==> config.mk <==
export PLATFORM = sky130hd
export DESIGN_NAME = permute_pipeline_sequencer
export DESIGN_NICKNAME = d
export VERILOG_FILES = /design/src/rtl/permute_pipeline_sequencer.sv
export SDC_FILE = /design/constraint.sdc
export NUM_CORES = 1
export LEC_CHECK = 0
export ABC_CLOCK_PERIOD_IN_PS = 7400
export CELL_PAD_IN_SITES_DETAIL_PLACEMENT = 1
export CELL_PAD_IN_SITES_GLOBAL_PLACEMENT = 2
export CORE_AREA = 3 3 316 318
export DETAILED_ROUTE_END_ITERATION = 12
export DIE_AREA = 0 0 319 321
export GPL_ROUTABILITY_DRIVEN = 0
export GPL_TIMING_DRIVEN = 0
export PLACE_DENSITY = 0.92
export SLEW_MARGIN = 10
export SYNTH_ARGS = -nofsm -noshare
export SYNTH_HDL_FRONTEND = slang
export SYNTH_SLANG_ARGS = --single-unit
export TNS_END_PERCENT = 1
==> constraint.sdc <==
create_clock -name clock -period 7.4 [get_ports clock]
set_input_delay 0.74 -clock clock [delete_from_list [all_inputs] [get_ports clock]]
set_output_delay 0.74 -clock clock [all_outputs]
set_load 0.02 [all_outputs]
==> src/rtl/permute_pipeline_sequencer.sv <==
// permute_pipeline_sequencer: feeds top/bot jobs into the permutation pipeline and serializes results per top
// Ports:
//   clock, rst                      clock and synchronous active-low reset
//   top_valid/top_ready/top_mbf/top_bot_count   top job input
//   bot_valid/bot_ready/bot_mbf     bot stream input
//   pipe_ivalid/pipe_oready/pipe_start_new_top/pipe_bot_a/pipe_bot_b   beats to pipeline
//   pipe_ovalid/pipe_iready/pipe_result_a/pipe_result_b                results from pipeline
//   res_valid/res_ready/res_data/res_is_top/res_last                   serialized result words
//   in_flight                       beats issued but not yet returned
module permute_pipeline_sequencer #(
   parameter int MAX_IN_FLIGHT = 512,
   parameter int MAX_TOPS      = 8,
   parameter int COUNT_W       = 16
) (
   input  logic                               clock,
   input  logic                               rst,
   input  logic                               top_valid,
   output logic                               top_ready,
   input  logic [127:0]                       top_mbf,
   input  logic [COUNT_W-1:0]                 top_bot_count,
   input  logic                               bot_valid,
   output logic                               bot_ready,
   input  logic [127:0]                       bot_mbf,
   output logic                               pipe_ivalid,
   input  logic                               pipe_oready,
   output logic                               pipe_start_new_top,
   output logic [127:0]                       pipe_bot_a,
   output logic [127:0]                       pipe_bot_b,
   input  logic                               pipe_ovalid,
   output logic                               pipe_iready,
   input  logic [63:0]                        pipe_result_a,
   input  logic [63:0]                        pipe_result_b,
   output logic                               res_valid,
   input  logic                               res_ready,
   output logic [63:0]                        res_data,
   output logic                               res_is_top,
   output logic                               res_last,
   output logic [$clog2(MAX_IN_FLIGHT+1)-1:0] in_flight
);
   localparam int CW = $clog2(MAX_IN_FLIGHT + 1);
   localparam int PW = (MAX_TOPS > 1) ? $clog2(MAX_TOPS) : 1;
   localparam int FW = $clog2(MAX_TOPS + 1);

   typedef enum logic [1:0] {I_IDLE, I_TOP, I_BOTS} inState_t;
   typedef enum logic [1:0] {O_IDLE, O_TOP, O_BOTS} outState_t;

   inState_t inState, inNext;
   outState_t outState, outNext;
   logic [127:0] topMbf, laneA, laneB;
   logic [COUNT_W-1:0] remIn, remOut;
   logic [COUNT_W-1:0] tagMem [MAX_TOPS];
   logic [PW-1:0] wrPtr, rdPtr;
   logic [FW-1:0] tagCnt;
   logic [CW-1:0] inFlight;
   logic [1:0] pairCnt, need;
   logic [63:0] skA, skB;
   logic skValid, skPhase;
   logic tagFull, tagEmpty, creditOk, pairFull;
   logic topFire, botFire, pipeFire, getBeat, resFire, wordLast, drainDone, tagPop;

   assign tagFull   = tagCnt == FW'(MAX_TOPS);
   assign tagEmpty  = tagCnt == '0;
   assign creditOk  = inFlight < CW'(MAX_IN_FLIGHT);
   assign need      = remIn >= COUNT_W'(2) ? 2'd2 : 2'd1;
   assign pairFull  = pairCnt == need;
   assign topFire   = top_valid && top_ready;
   assign botFire   = bot_valid && bot_ready;
   assign pipeFire  = pipe_ivalid && pipe_oready;
   assign in_flight = rst ? inFlight : '0;

   // Bot ready bypasses a full pair while it is being handed off, so a new
   // pair starts filling in the same cycle, unless that beat is the last one.
   always_comb begin
      inNext = inState;
      top_ready = 1'b0;
      bot_ready = 1'b0;
      pipe_ivalid = 1'b0;
      pipe_start_new_top = 1'b0;
      pipe_bot_a = '0;
      pipe_bot_b = '0;
      if (rst) begin
         case (inState)
            I_IDLE: begin
               top_ready = !tagFull;
               if (top_valid && !tagFull) inNext = I_TOP;
            end
            I_TOP: begin
               pipe_ivalid = creditOk;
               pipe_start_new_top = 1'b1;
               pipe_bot_a = topMbf;
               if (creditOk && pipe_oready) inNext = remIn == '0 ? I_IDLE : I_BOTS;
            end
            I_BOTS: begin
               pipe_ivalid = pairFull && creditOk;
               pipe_bot_a = laneA;
               pipe_bot_b = laneB;
               bot_ready = !pairFull || (pipe_ivalid && pipe_oready && remIn > COUNT_W'(need));
               if (pipe_ivalid && pipe_oready && remIn == COUNT_W'(need)) inNext = I_IDLE;
            end
            default: ;
         endcase
      end
   end

   always_ff @(posedge clock) begin
      if (!rst) begin
         inState <= I_IDLE;
         topMbf <= '0;
         remIn <= '0;
         laneA <= '0;
         laneB <= '0;
         pairCnt <= '0;
      end else begin
         inState <= inNext;
         if (topFire) begin
            topMbf <= top_mbf;
            remIn <= top_bot_count;
         end
         if (pipeFire && inState == I_BOTS) remIn <= remIn - COUNT_W'(need);
         // Lane B is cleared whenever a pair is consumed so an odd tail is padded with zero.
         if (botFire) begin
            if (pairCnt == 2'd1 && !pipeFire) begin
               laneB <= bot_mbf;
               pairCnt <= 2'd2;
            end else begin
               laneA <= bot_mbf;
               laneB <= '0;
               pairCnt <= 2'd1;
            end
         end else if (pipeFire) begin
            laneB <= '0;
            pairCnt <= '0;
         end
      end
   end

   always_ff @(posedge clock) begin
      if (topFire) tagMem[wrPtr] <= top_bot_count;
   end

   always_ff @(posedge clock) begin
      if (!rst) begin
         wrPtr <= '0;
         rdPtr <= '0;
         tagCnt <= '0;
         inFlight <= '0;
      end else begin
         if (topFire) wrPtr <= wrPtr == PW'(MAX_TOPS - 1) ? '0 : wrPtr + 1'b1;
         if (tagPop) rdPtr <= rdPtr == PW'(MAX_TOPS - 1) ? '0 : rdPtr + 1'b1;
         tagCnt <= tagCnt + FW'(topFire) - FW'(tagPop);
         inFlight <= inFlight + CW'(pipeFire) - CW'(getBeat);
      end
   end

   // A new result beat may be taken while the last word of the held beat drains,
   // but never across a top boundary, since the next top must be peeked first.
   assign wordLast    = outState == O_TOP ? remOut == '0 : remOut == COUNT_W'(1);
   assign drainDone   = outState == O_TOP || skPhase || remOut == COUNT_W'(1);
   assign res_valid   = rst && skValid;
   assign res_data    = res_valid ? (skPhase ? skB : skA) : '0;
   assign res_is_top  = res_valid && outState == O_TOP;
   assign res_last    = res_valid && wordLast;
   assign resFire     = res_valid && res_ready;
   assign tagPop      = resFire && wordLast;
   assign pipe_iready = rst && outState != O_IDLE && inFlight != '0 && (!skValid || (resFire && drainDone && !wordLast));
   assign getBeat     = pipe_ovalid && pipe_iready;

   always_comb begin
      outNext = (outState == O_IDLE && !tagEmpty) ? O_TOP :
                (outState == O_TOP && resFire) ? (wordLast ? O_IDLE : O_BOTS) :
                (outState == O_BOTS && tagPop) ? O_IDLE : outState;
   end

   always_ff @(posedge clock) begin
      if (!rst) begin
         outState <= O_IDLE;
         remOut <= '0;
         skA <= '0;
         skB <= '0;
         skValid <= 1'b0;
         skPhase <= 1'b0;
      end else begin
         outState <= outNext;
         if (outState == O_IDLE && !tagEmpty) remOut <= tagMem[rdPtr];
         else if (outState == O_BOTS && resFire) remOut <= remOut - 1'b1;
         if (getBeat) begin
            skA <= pipe_result_a;
            skB <= pipe_result_b;
            skValid <= 1'b1;
            skPhase <= 1'b0;
         end else if (resFire && drainDone) begin
            skValid <= 1'b0;
         end else if (resFire) begin
            skPhase <= 1'b1;
         end
      end
   end

   resultNeedsCredit: assert property (@(posedge clock) disable iff (!rst) !(pipe_ovalid && inFlight == '0));
endmodule
==> results of run 1 <==
==> kinds of logic (layout without fill, tap and decap cells) <==
| family | after synthesis | after routing | synth area share [%] |
|---|---|---|---|
| mux | 111 | 111 | 5.03 |
| xor+xnor | 22 | 22 | 0.641 |
| other cells | 0 | 14 | 0 |
| simple gates | 1518 | 1518 | 21.9 |
| compound gates | 765 | 765 | 14.6 |
| buf+inv | 351 | 1254 | 5.24 |
| fa+ha+maj | 35 | 35 | 1.53 |
| flops | 703 | 703 | 51.1 |
==> sequential cells by signal (all words and copies together) (netlist names), named ones only <==
name	count
laneA	128
laneB	128
tagMem	128
topMbf	128
skA	64
skB	64
remIn	16
remOut	16
inFlight	10
tagCnt	4
rdPtr	3
wrPtr	3
inState	2
outState	2
pairCnt	2
skPhase	1
skValid	1
==> worst max-delay path: cells and delay by family <==
kind	cells	cell delay (ns)
buffers and inverters	5	3.64
AND/OR/NAND/NOR	1	0.41
==> cell usage after synthesis, types with 2 or more instances <==
master and instances:
buf_6 20, nand2_1 803, nand4_1 3, nor2_1 250
nor2b_1 7, buf_1 22, xor2_1 15, a21o_1 4
xnor2_1 7, a211oi_1 24, nor3_1 17, a22oi_1 134
mux2i_1 79, dfxtp_1 575, o21ai_1 210, a211o_1 3
or3_1 7, mux4_2 32, and3_1 131, fa_1 3
buf_2 23, o21ai_0 188, o311ai_0 5, and2_1 8
or4_1 2, o21a_1 2, nand2b_1 6, a311oi_1 3
nor4b_1 2, clkbuf_1 228, nand3_1 261, nor4_1 4
o211ai_1 7, a2bb2oi_1 3, or2_2 3, nor3b_1 4
a31oi_1 3, a21oi_1 165, inv_1 36, ha_1 32
buf_4 21, edfxtp_1 128
==> metrics by stage <==
step | worst slack (ns) | power (mW) | util [%]
5_1_grt | 1.68 | 11.4 | 43.5
3_3_place_gp | 0.690 | 6.62 | 40.4
4_1_cts | 1.81 | 11.0 | 43.4
2_1_floorplan | 3.31 | 5.69 | -
6_report | 1.85 | 10.9 | 43.5
3_5_place_dp | 1.31 | 6.68 | 40.5
==> path summary, 6_finish.rpt <==
check / start / endpoint / cells after the start
max reg2reg: outState[1] / inFlight[8] / 20
max: rst / pipe_start_new_top / 6
min reg2reg: skA[2] / skA[2] / 2
min: skA[2] / skA[2] / 2
==> routing by layer <==
metal,track usage (%),vias up
met3,7.30,208
met4,8.31,26
met1,32.0,14600
li1,-,13800
met2,44.8,1002
met5,0,-
==> power by group through the flow <==
stage | logic [mW] | clock network (mW) | registers (mW)
after global routing | 2.47 | 4.56 | 4.39
after floorplan | 1.31 | 0 | 4.38
after detailed placement | 2.24 | 0 | 4.44
after global placement | 2.20 | 0 | 4.42
final | 2.26 | 4.32 | 4.36
after CTS | 2.26 | 4.40 | 4.36
==> cell type report <==
cell class                 count  share of cell area [%]
tap                         1276                    3.79
antenna                       14                  0.0832
multi-input combinational   2451                    31.3
timing repair buffer         755                    17.9
buffer                       314                    3.42
inverter                      37                   0.330
clock buffer                 109                    5.28
sequential                   703                    36.5
clock inverter                39                    1.44
==> cell usage in the layout, fill, tap and decap left out, types with 32 or more instances in the layout <==
cell type / synthesis / layout
nand3_1: 261 / 261
clkbuf_16: 0 / 81
mux2i_1: 79 / 79
clkdlybuf4s50_1: 0 / 744
nor2_1: 250 / 249
a21oi_1: 165 / 165
inv_1: 36 / 36
nand2_1: 803 / 803
o21ai_0: 188 / 188
and3_1: 131 / 131
o21ai_1: 210 / 210
edfxtp_1: 128 / 128
a22oi_1: 134 / 134
ha_1: 32 / 32
dfxtp_1: 575 / 575
clkbuf_1: 228 / 243
mux4_2: 32 / 32
==> results.md, run 1 <==
- Run status: complete, no violations
- Combinational cell fraction of total power: between 20% and 30%
- Seq/Total Area, Yosys: between 50% and 60%
- Number of ports placed on the die boundary: between 700 and 800
- Post-synthesis area per instance: 8.58 um^2
- CTS clk-pin slew, worst paths: about 0.05 ns
- Fraction of synthesized cell area taken by the top area cell type: 38.3%
- Worst path cell trace: clkdlybuf4s50_1 -> clkbuf_1 -> clkbuf_1 -> clkbuf_1 -> and2_1 -> clkdlybuf4s50_1
- Count of state elements after synthesis: 703
- IR drop worst, VDD: between 0.15 and 0.2 mV
- Synthesized netlist cell count: 3505
- Maximum net fanout on the critical path: 11
- Transition at the pin with the smallest max-transition slack: 1.32 ns
- Storage cell area: approximately 0.015 mm^2
- Max Buffers Root-to-Sink: 3
- Yosys top cell by area: dfxtp_1
- Top layer in use: met5
- Relative slew slack: 12.3%
- Buffer count from post-CTS setup fixing: 0
- Cell internal power dissipation: roughly 7.5 mW
- Power density of the placed cells: about 260 mW/mm^2
- Hold slack: around 0.44 ns
- Number of antenna violations at the first check in global routing: 29
- Clock network power share: roughly two fifths
- # clock sinks: roughly 700
- Total number of yosys warnings: 0
- TritonCTS clock tree: built
- Number of nets still failing antenna checks after routing: 0
- FF-to-FF setup slack: around 2.3 ns
- Share of final-layout standard cells stronger than drive strength 1: slightly below 6%
- Cell with the biggest individual delay on the critical path: clkbuf_1
- Violation count after the first detailed-route iteration: 2132
- Initial standard-cell utilization of the core: between 30 and 40%
- Area of the mapped netlist: 0.0301 mm^2
- Height of the chip: 321 um
- Clock buffers created by TritonCTS: 81
- CTS root buf: clkbuf_16
- Worst Path Required: 6.66 ns
- Maximum clock frequency: around 180 MHz
- Most common cell on crit path: clkbuf_1
- Growth of design area from synthesis to finish: 40.0%
- Overflow after GRT: 0
- Length of routed met3 wiring: between 10000 and 15000 um
- Switch share: between 30% and 40%
- Number of levels in the clock H-tree: 3
- Arrival time at the worst endpoint: 4.81 ns
- Sw power: ~3.4 mW
- HPWL reported at the end of detailed placement: 106000 um
- Top cells by area in the synthesized netlist: dfxtp_1, edfxtp_1, nand2_1
- Total routed wire length on the met1 layer: 56900 um
- Count of buffers inserted at the top-level ports: roughly 740
- Number of synthesized flops with an enable pin: 128
- Clock latency of the later-clocked register in the worst-skew pair: ~0.66 ns
- Total count of max-transition violations in the final report: 0
- Die outline width: 319 um
- Final clock period utilization by the worst path: 75.0%
- FILL cells: approximately 11000
- Total die area: 0.102 mm^2
- Minimum clock period after layout: ~5.5 ns
- Total via count after detailed routing: 29600
- Final Net Count: around 4800
- Final instance area: approximately 0.042 mm^2
- Core area: slightly below 0.1 mm^2
- Aggregate global-route resource usage: around a quarter
- Avg Vias per Cell: slightly above 5
- Total met2 wirelength after detailed routing: ~67000 um
- Leakage Power: 14.3 nW
- Setup TNS after final layout: 0 ns
- Number of violations of the max-capacitance limit: 0
- Number of global-route vias before repair: 31200
- Proportion of synthesized flip-flops having asynchronous set or reset: 0%
- Delay of the slowest cell on the worst path: 0.91 ns
- Number of distinct library cells after synthesis: 67
- Hold/Removal Path Class: flop to flop
- DRC viols: 0
- RSZ-0062 raised after global routing: false
- Critical path class: input pin to output pin
- Placed cell count: 5536
- Final hold vios: 0
- Ys flop type: dfxtp_1
- Post-place instance area: around 0.04 mm^2
- Pin count of the biggest net entering global routing: 15
- Hold-fix buffers, CTS: 0
- Avg WL per Cell: 24.4 um
- Cells resized by post-CTS repair: 0
- Total routed wirelength: roughly 140000 um
- Area taken by multi-input logic gates: roughly 0.013 mm^2
- Share of total power in sequential cells: around two fifths
- Placement Rows: 114
- Global-route wire length before repair: approximately 200000 um
- Detailed Routing Iterations Pass 1: 5
- Worst Clk Skew: 0.0268 ns
- Synthesized netlist net count: a little under 4000
- Final count of negative-setup-slack endpoints: 0
- Startpoint type of the worst setup path: input pin
- Endpoint type of the worst setup path: output pin
- Post-Layout Cell Count: 5698
(Power assumes the default switching activity.)
==> run 2, diff against run 1 <==
--- a/config.mk
+++ b/config.mk
@@ -5,15 +5,15 @@
 export SDC_FILE = /design/constraint.sdc
 export NUM_CORES = 1
 export LEC_CHECK = 0
-export ABC_CLOCK_PERIOD_IN_PS = 7400
+export ABC_CLOCK_PERIOD_IN_PS = 5200
 export CELL_PAD_IN_SITES_DETAIL_PLACEMENT = 1
 export CELL_PAD_IN_SITES_GLOBAL_PLACEMENT = 2
-export CORE_AREA = 3 3 316 318
+export CORE_AREA = 3 3 326 328
 export DETAILED_ROUTE_END_ITERATION = 12
-export DIE_AREA = 0 0 319 321
+export DIE_AREA = 0 0 329 331
 export GPL_ROUTABILITY_DRIVEN = 0
 export GPL_TIMING_DRIVEN = 0
-export PLACE_DENSITY = 0.92
+export PLACE_DENSITY = 0.88
 export SLEW_MARGIN = 10
 export SYNTH_ARGS = -nofsm -noshare
 export SYNTH_HDL_FRONTEND = slang
==> constraint.sdc (replaced) <==
create_clock -name clock -period 5.2 [get_ports clock]
set_input_delay 0.52 -clock clock [delete_from_list [all_inputs] [get_ports clock]]
set_output_delay 0.52 -clock clock [all_outputs]
set_load 0.02 [all_outputs]
==> results.md, run 2 (synthesis results as in run 1) <==
- Clock buffers created by TritonCTS: 82 (was 81)
- Global routing met3 resource utilization: 6.79% (was 7.30%)
- Number of nets still failing antenna checks after routing: 0 (unchanged)
- Final Util: 40.9% (was 43.5%)
- Hold Path Depth: 3 (was 2)
- Number of global-route vias before repair: 30500 (was 31200)
- Number of ports placed on the die boundary: 745 (unchanged)
- Worst min-delay path endpoint: topMbf[51] (was skA[2])
- Endpoint type of the worst setup path: output pin (unchanged)
- Minimum clock period after layout: between 4 and 5 ns
- Core area: 0.103 mm^2 (was 0.0969 mm^2)
- Storage cell area: 0.0154 mm^2 (unchanged)
- FILL cells: 12100 (was 11400)
- Hold/Removal Path Class: input pin to flop (was flop to flop)
- Clock latency of the later-clocked register in the worst-skew pair: 0.67 ns (was 0.66 ns)
- Met2 usage in global routing: 43.1% (was 44.8%)
- Relative slew slack: 11.5% (was 12.3%)
- Overflow after GRT: 0 (unchanged)
- Number of violations of the max-capacitance limit: 0 (unchanged)
- Final hold vios: 0 (unchanged)
- Global-route wire length before repair: 200000 um (was 203000 um)
- Total die area: 0.109 mm^2 (was 0.102 mm^2)
- HPWL reported at the end of detailed placement: 108000 um (was 106000 um)
- DRC viols: 0 (unchanged)
- Final instance area: 0.0423 mm^2 (was 0.0421 mm^2)
- RSZ-0062 raised after global routing: true (was false)
- CTS root buf: clkbuf_16 (unchanged)
- CTS clk-pin slew, worst paths: 0.07 ns (was 0.05 ns)
- Count of buffers inserted at the top-level ports: 744 (unchanged)
- Final Net Count: 4790 (was 4785)
- Die outline width: 329 um (was 319 um)
- Leakage Power: 14.4 nW (was 14.3 nW)
- CP startpoint: inState[1] (was rst)
- Most common cell after layout, fill and taps aside: nand2_1 (unchanged)
- Final count of negative-setup-slack endpoints: 0 (unchanged)
- Power density of the placed cells: 368 mW/mm^2 (was 260 mW/mm^2)
- Violation count after the first detailed-route iteration: 1986 (was 2132)
- Critical path class: flop to output pin (was input pin to output pin)
- Growth of design area from synthesis to finish: 40.7% (was 40.0%)
- Placement Rows: 118 (was 114)
- Initial standard-cell utilization of the core: 29.0% (was 31.0%)
- Most frequent cells in the layout: nand2_1, clkdlybuf4s50_1, dfxtp_1 (unchanged)
- Worst hold start: top_mbf[51] (was skA[2])
- Area taken by multi-input logic gates: 0.0132 mm^2 (about the same)
- Total count of max-transition violations in the final report: 0 (unchanged)
- Buffer count from post-CTS setup fixing: 0 (unchanged)
- Sum of internal, switching and leakage power: 15.6 mW (was 10.9 mW)
- Run status: complete, no violations (unchanged)
- Setup TNS after final layout: 0 ns (unchanged)
- Transition at the pin with the smallest max-transition slack: 1.33 ns (was 1.32 ns)
- TritonCTS clock tree: built (unchanged)
- Maximum net fanout on the critical path: 10 (was 11)
- Height of the chip: 331 um (was 321 um)
- Total via count after detailed routing: 29300 (was 29600)
- # clock sinks: 703 (unchanged)
- Post-place instance area: 0.0394 mm^2 (was 0.0392 mm^2)
- Total routed wirelength: 140000 um (was 139000 um)
- Worst Clk Skew: 0.0275 ns (was 0.0268 ns)
- Busiest metal layer after global routing: met2 (unchanged)
- Path depth of the worst reg2reg path: 19 (was 20)
- Startpoint type of the worst setup path: flop (was input pin)
- Arrival time at the worst endpoint: 4.47 ns (was 4.81 ns)
- Met1 Track Usage GR: 29.9% (was 32.0%)
- Number of antenna violations at the first check in global routing: 23 (was 29)
- Max Buffers Root-to-Sink: 3 (unchanged)
- Aggregate global-route resource usage: 24.6% (was 26.2%)
- FF-to-FF setup slack: 0.41 ns (was 2.25 ns)
- Number of levels in the clock H-tree: 3 (unchanged)
- Avg WL per Cell: 24.1 um (was 24.4 um)
- Avg Vias per Cell: 5.05 (was 5.19)
- Final clock period utilization by the worst path: 96.0%
- IR drop worst, VDD: 0.232 mV (was 0.158 mV)
- Share of final-layout standard cells stronger than drive strength 1: 6.18% (was 5.88%)
- Maximum clock frequency: roughly 200 MHz
- Reg-to-reg endpoint: inFlight[8] (unchanged)
- Worst Path Required: 4.68 ns (was 6.66 ns)
- Beginning of the worst register-to-register path: remIn[4] (was outState[1])
- Detailed Routing Iterations Pass 1: 5 (unchanged)
- Pin count of the biggest net entering global routing: 15 (unchanged)
==> run 2: changes by cell type in the layout (fill, tap and decap cells not counted), sizes merged <==
cell / before / now
clkbuf: 337 / 345
clkinv: 17 / 21
diode: 14 / 8
buf: 97 / 101
clkinvlp: 7 / 2
bufinv: 12 / 10
==> run 2: worst max-delay path, stage by stage (launching register included) <==
cell and delay [ns]:
dfxtp_1 0.35, inv_1 0.09, ha_1 0.26, clkbuf_1 0.65
clkbuf_2 0.67, clkbuf_1 0.53, a21oi_1 0.22, nor3_1 0.28
clkdlybuf4s50_1 0.71
==> run 2: worst max path at each step <==
stage / end / slack (ns) / depth (start not counted)
final: pipe_ivalid / 0.21 / 8
after global routing: pipe_ivalid / -0.007 / 8
after CTS: pipe_ivalid / 0.06 / 8
after detailed placement: inFlight[8] / -0.49 / 18
after global placement: tagMem[1][4] / -1.74 / 8
after floorplan: inFlight[8] / 1.21 / 20
==> run 2: report_power, final <==
group | internal, mW | switching [mW]
Combinational | 1.15 | 2.06
Clock | 3.65 | 2.52
Sequential | 5.96 | 0.244
==> run 2: area by class of cell <==
class	count	share of cell area (%)
Inverter	37	0.328
Timing Repair Buffer	759	17.9
Antenna cell	8	0.0473
Tap cell	1380	4.08
Sequential cell	703	36.3
Multi-Input combinational cell	2451	31.2
Clock inverter	36	1.28
Clock buffer	117	5.49
Buffer	314	3.42
==> run 2: layer usage <==
metal,part of all wire (%),up-vias
met5,0.082,-
met4,2.1,16
met3,8.0,151
met2,49,935
met1,41,14400
li1,-,13800
==> run 2: what timing repair did <==
action,CTS,global route
pin swaps,0,0
hold buffers,0,0
endpoints found under the setup margin,5,4
gates resized for setup,2,1
==> run 2: stage by stage <==
step	hold slack (ns)	worst slack [ns]	std cells
final	0.407	0.209	5805
after global routing	0.384	-0.00678	5800
after CTS	0.344	0.0627	5797
after detailed placement	0.441	-0.492	5644
after global placement	0.435	-1.74	5629
after floorplan	0.428	1.21	3505
==> run 3, diff against run 2 <==
==> constraint.sdc (replaced) <==
create_clock -name clock -period 5.2 [get_ports clock]
set_input_delay 1.04 -clock clock [delete_from_list [all_inputs] [get_ports clock]]
set_output_delay 1.04 -clock clock [all_outputs]
set_load 0.02 [all_outputs]
==> results.md, run 3 (synthesis results as in run 1) <==
- Final Util: 40.9% (about the same)
- CTS root buf: clkbuf_16 (unchanged)
- Final hold vios: 0 (unchanged)
- Number of antenna violations at the first check in global routing: 23 (unchanged)
- TritonCTS clock tree: built (unchanged)
- Cells resized by post-CTS repair: 12 (was 2)
- Height of the chip: 331 um (unchanged)
- Minimum clock period after layout: 5.09 ns (was 4.99 ns)
- Termination of the worst setup path: pipe_ivalid (unchanged)
- Hold-fix buffers, CTS: 0 (unchanged)
- Clock network power share: 39.6% (about the same)
- Overflow after GRT: 0 (unchanged)
- Cell with the biggest individual delay on the critical path: clkdlybuf4s50_1 (unchanged)
- Max Buffers Root-to-Sink: 3 (unchanged)
- Delay of the slowest cell on the worst path: 0.72 ns (was 0.71 ns)
- Placement Rows: 118 (unchanged)
- Most common cell after layout, fill and taps aside: nand2_1 (unchanged)
- Combinational cell fraction of total power: 20.7% (was 20.6%)
- Reg-to-reg endpoint: inFlight[8] (unchanged)
- Final count of negative-setup-slack endpoints: 0 (unchanged)
- Critical path class: flop to output pin (unchanged)
- Number of global-route vias before repair: 30500 (unchanged)
- Number of ports placed on the die boundary: 745 (unchanged)
- Count of buffers inserted at the top-level ports: 744 (unchanged)
- Sum of internal, switching and leakage power: 15.6 mW (about the same)
- Avg Vias per Cell: 5.05 (about the same)
- Worst path cell trace: inv_1 -> ha_1 -> clkbuf_2 -> clkbuf_4 -> clkbuf_1 -> a21oi_1 -> nor3_1 -> clkdlybuf4s50_1 (was inv_1 -> ha_1 -> clkbuf_1 -> clkbuf_2 -> clkbuf_1 -> a21oi_1 -> nor3_1 -> clkdlybuf4s50_1)
- Placed cell count: 5644 (unchanged)
- Post-Layout Cell Count: 5806 (was 5805)
- Number of levels in the clock H-tree: 3 (unchanged)
- Beginning of the worst register-to-register path: remIn[4] (unchanged)
- Number of violations of the max-capacitance limit: 0 (unchanged)
- Global-route wire length before repair: 200000 um (about the same)
- Share of final-layout standard cells stronger than drive strength 1: 6.41% (was 6.18%)
- Pin count of the biggest net entering global routing: 15 (unchanged)
- Endpoint type of the worst setup path: output pin (unchanged)
- CP startpoint: inState[1] (unchanged)
- Switch share: 31.0% (about the same)
- Final Net Count: 4789 (was 4790)
- Hold/Removal Path Class: flop to flop (was input pin to flop)
- FF-to-FF setup slack: 0.44 ns (was 0.41 ns)
- Violation count after the first detailed-route iteration: 1945 (was 1986)
- RSZ-0062 raised after global routing: true (unchanged)
- Startpoint type of the worst setup path: flop (unchanged)
- HPWL reported at the end of detailed placement: 108000 um (unchanged)
- Total die area: 0.109 mm^2 (unchanged)
- FILL cells: 12100 (about the same)
- Arrival time at the worst endpoint: 4.05 ns (was 4.47 ns)
- Cell internal power dissipation: 10.8 mW (about the same)
- Final clock period utilization by the worst path: 97.9% (was 96.0%)
- Aggregate global-route resource usage: 24.6% (about the same)
- Maximum net fanout on the critical path: 10 (unchanged)
- Crit. path cell count: 8 (unchanged)
- Most frequent cells in the layout: nand2_1, clkdlybuf4s50_1, dfxtp_1 (unchanged)
- Worst Clk Skew: 0.0294 ns (was 0.0275 ns)
- Detailed Routing Iterations Pass 1: 5 (unchanged)
- Growth of design area from synthesis to finish: 40.8% (was 40.7%)
- Power density of the placed cells: 369 mW/mm^2 (was 368 mW/mm^2)
- Total routed wirelength: 140000 um (about the same)
- Clock buffers created by TritonCTS: 82 (unchanged)
- Post-route worst setup slack: 0.108 ns (was 0.209 ns)
- Pre-CTS worst setup slack: -1.01 ns (was -0.492 ns)
- # clock sinks: 703 (unchanged)
- Avg WL per Cell: 24.1 um (about the same)
- CTS clk-pin slew, worst paths: 0.07 ns (about the same)
- Number of nets still failing antenna checks after routing: 0 (unchanged)
- DRC viols: 0 (unchanged)
- IR drop worst, VDD: 0.233 mV (was 0.232 mV)
- Initial standard-cell utilization of the core: 29.0% (unchanged)
- Relative slew slack: 11.1% (was 11.5%)
- Buffer count from post-CTS setup fixing: 0 (unchanged)
- Family with the most delay on the worst path: buffers and inverters (unchanged)
- Clock latency of the later-clocked register in the worst-skew pair: 0.67 ns (about the same)
- Die outline width: 329 um (unchanged)
- Sw power: 4.84 mW (was 4.82 mW)
- Worst Path Required: 4.16 ns (was 4.68 ns)
- Buf+Inv Stages, Crit Path: 5 (unchanged)
- Share of total power in sequential cells: 39.8% (about the same)
- Core area: 0.103 mm^2 (unchanged)
- Total count of max-transition violations in the final report: 0 (unchanged)
- Leakage Power: 14.4 nW (about the same)
- Transition at the pin with the smallest max-transition slack: 1.33 ns (about the same)
- Path depth of the worst reg2reg path: 19 (unchanged)
- Run status: complete, no violations (unchanged)
- Maximum clock frequency: 196 MHz (was 200 MHz)
- Total via count after detailed routing: 29300 (about the same)
==> run 3: worst min path at each step <==
stage / startpoint / to / slack, ns / cells past startpoint
2_1_floorplan: skA[0] / skA[0] / 0.43 / 2
3_3_place_gp: skA[20] / skA[20] / 0.43 / 2
3_5_place_dp: skA[38] / skA[38] / 0.44 / 2
4_1_cts: skA[38] / skA[38] / 0.45 / 2
5_1_grt: skB[17] / skB[17] / 0.47 / 2
6_report: skA[34] / skA[34] / 0.45 / 2
==> run 3: tightest hold or removal path: stages, from the launching register on <==
cell     delay (ns)
dfxtp_1        0.31
nand2_1        0.05
o21ai_1        0.05
==> run 3: layer usage <==
layer | global-route usage, % | up-vias | routed length, um
met4 | 6.03 | 16 | 2840
met1 | 29.9 | 14400 | 57500
met2 | 43.1 | 921 | 68200
met3 | 6.79 | 148 | 11100
met5 | 0 | - | 115
li1 | - | 13800 | -
==> run 3: layout make-up <==
cell class | instances | area [um^2] | area share, %
antenna | 10 | 25.0 | 0.0591
multi-input combinational | 2451 | 13200 | 31.2
sequential | 703 | 15400 | 36.3
buffer | 313 | 1460 | 3.44
timing repair buffer | 759 | 7560 | 17.9
tap | 1380 | 1730 | 4.08
clock inverter | 36 | 539 | 1.27
inverter | 37 | 139 | 0.328
clock buffer | 117 | 2320 | 5.49
==> run 3: metrics by stage <==
| stage | setup TNS, ns | instance area, um^2 | hold slack (ns) |
|---|---|---|---|
| after floorplan | 0 | 30100 | 0.428 |
| after global placement | -303.97 | 39200 | 0.435 |
| after detailed placement | -56.77 | 39400 | 0.441 |
| after CTS | 0 | 42300 | 0.449 |
| after global routing | -0.0269 | 42300 | 0.470 |
| final | 0 | 42300 | 0.448 |
==> run 3: power groups by stage <==
stage	registers [mW]	clock network (mW)	logic (mW)
finish	6.20	6.17	3.23
global route	6.24	6.51	3.55
CTS	6.20	6.29	3.25
detailed placement	6.31	0	3.23
global placement	6.29	0	3.15
floorplan	6.23	0	1.86
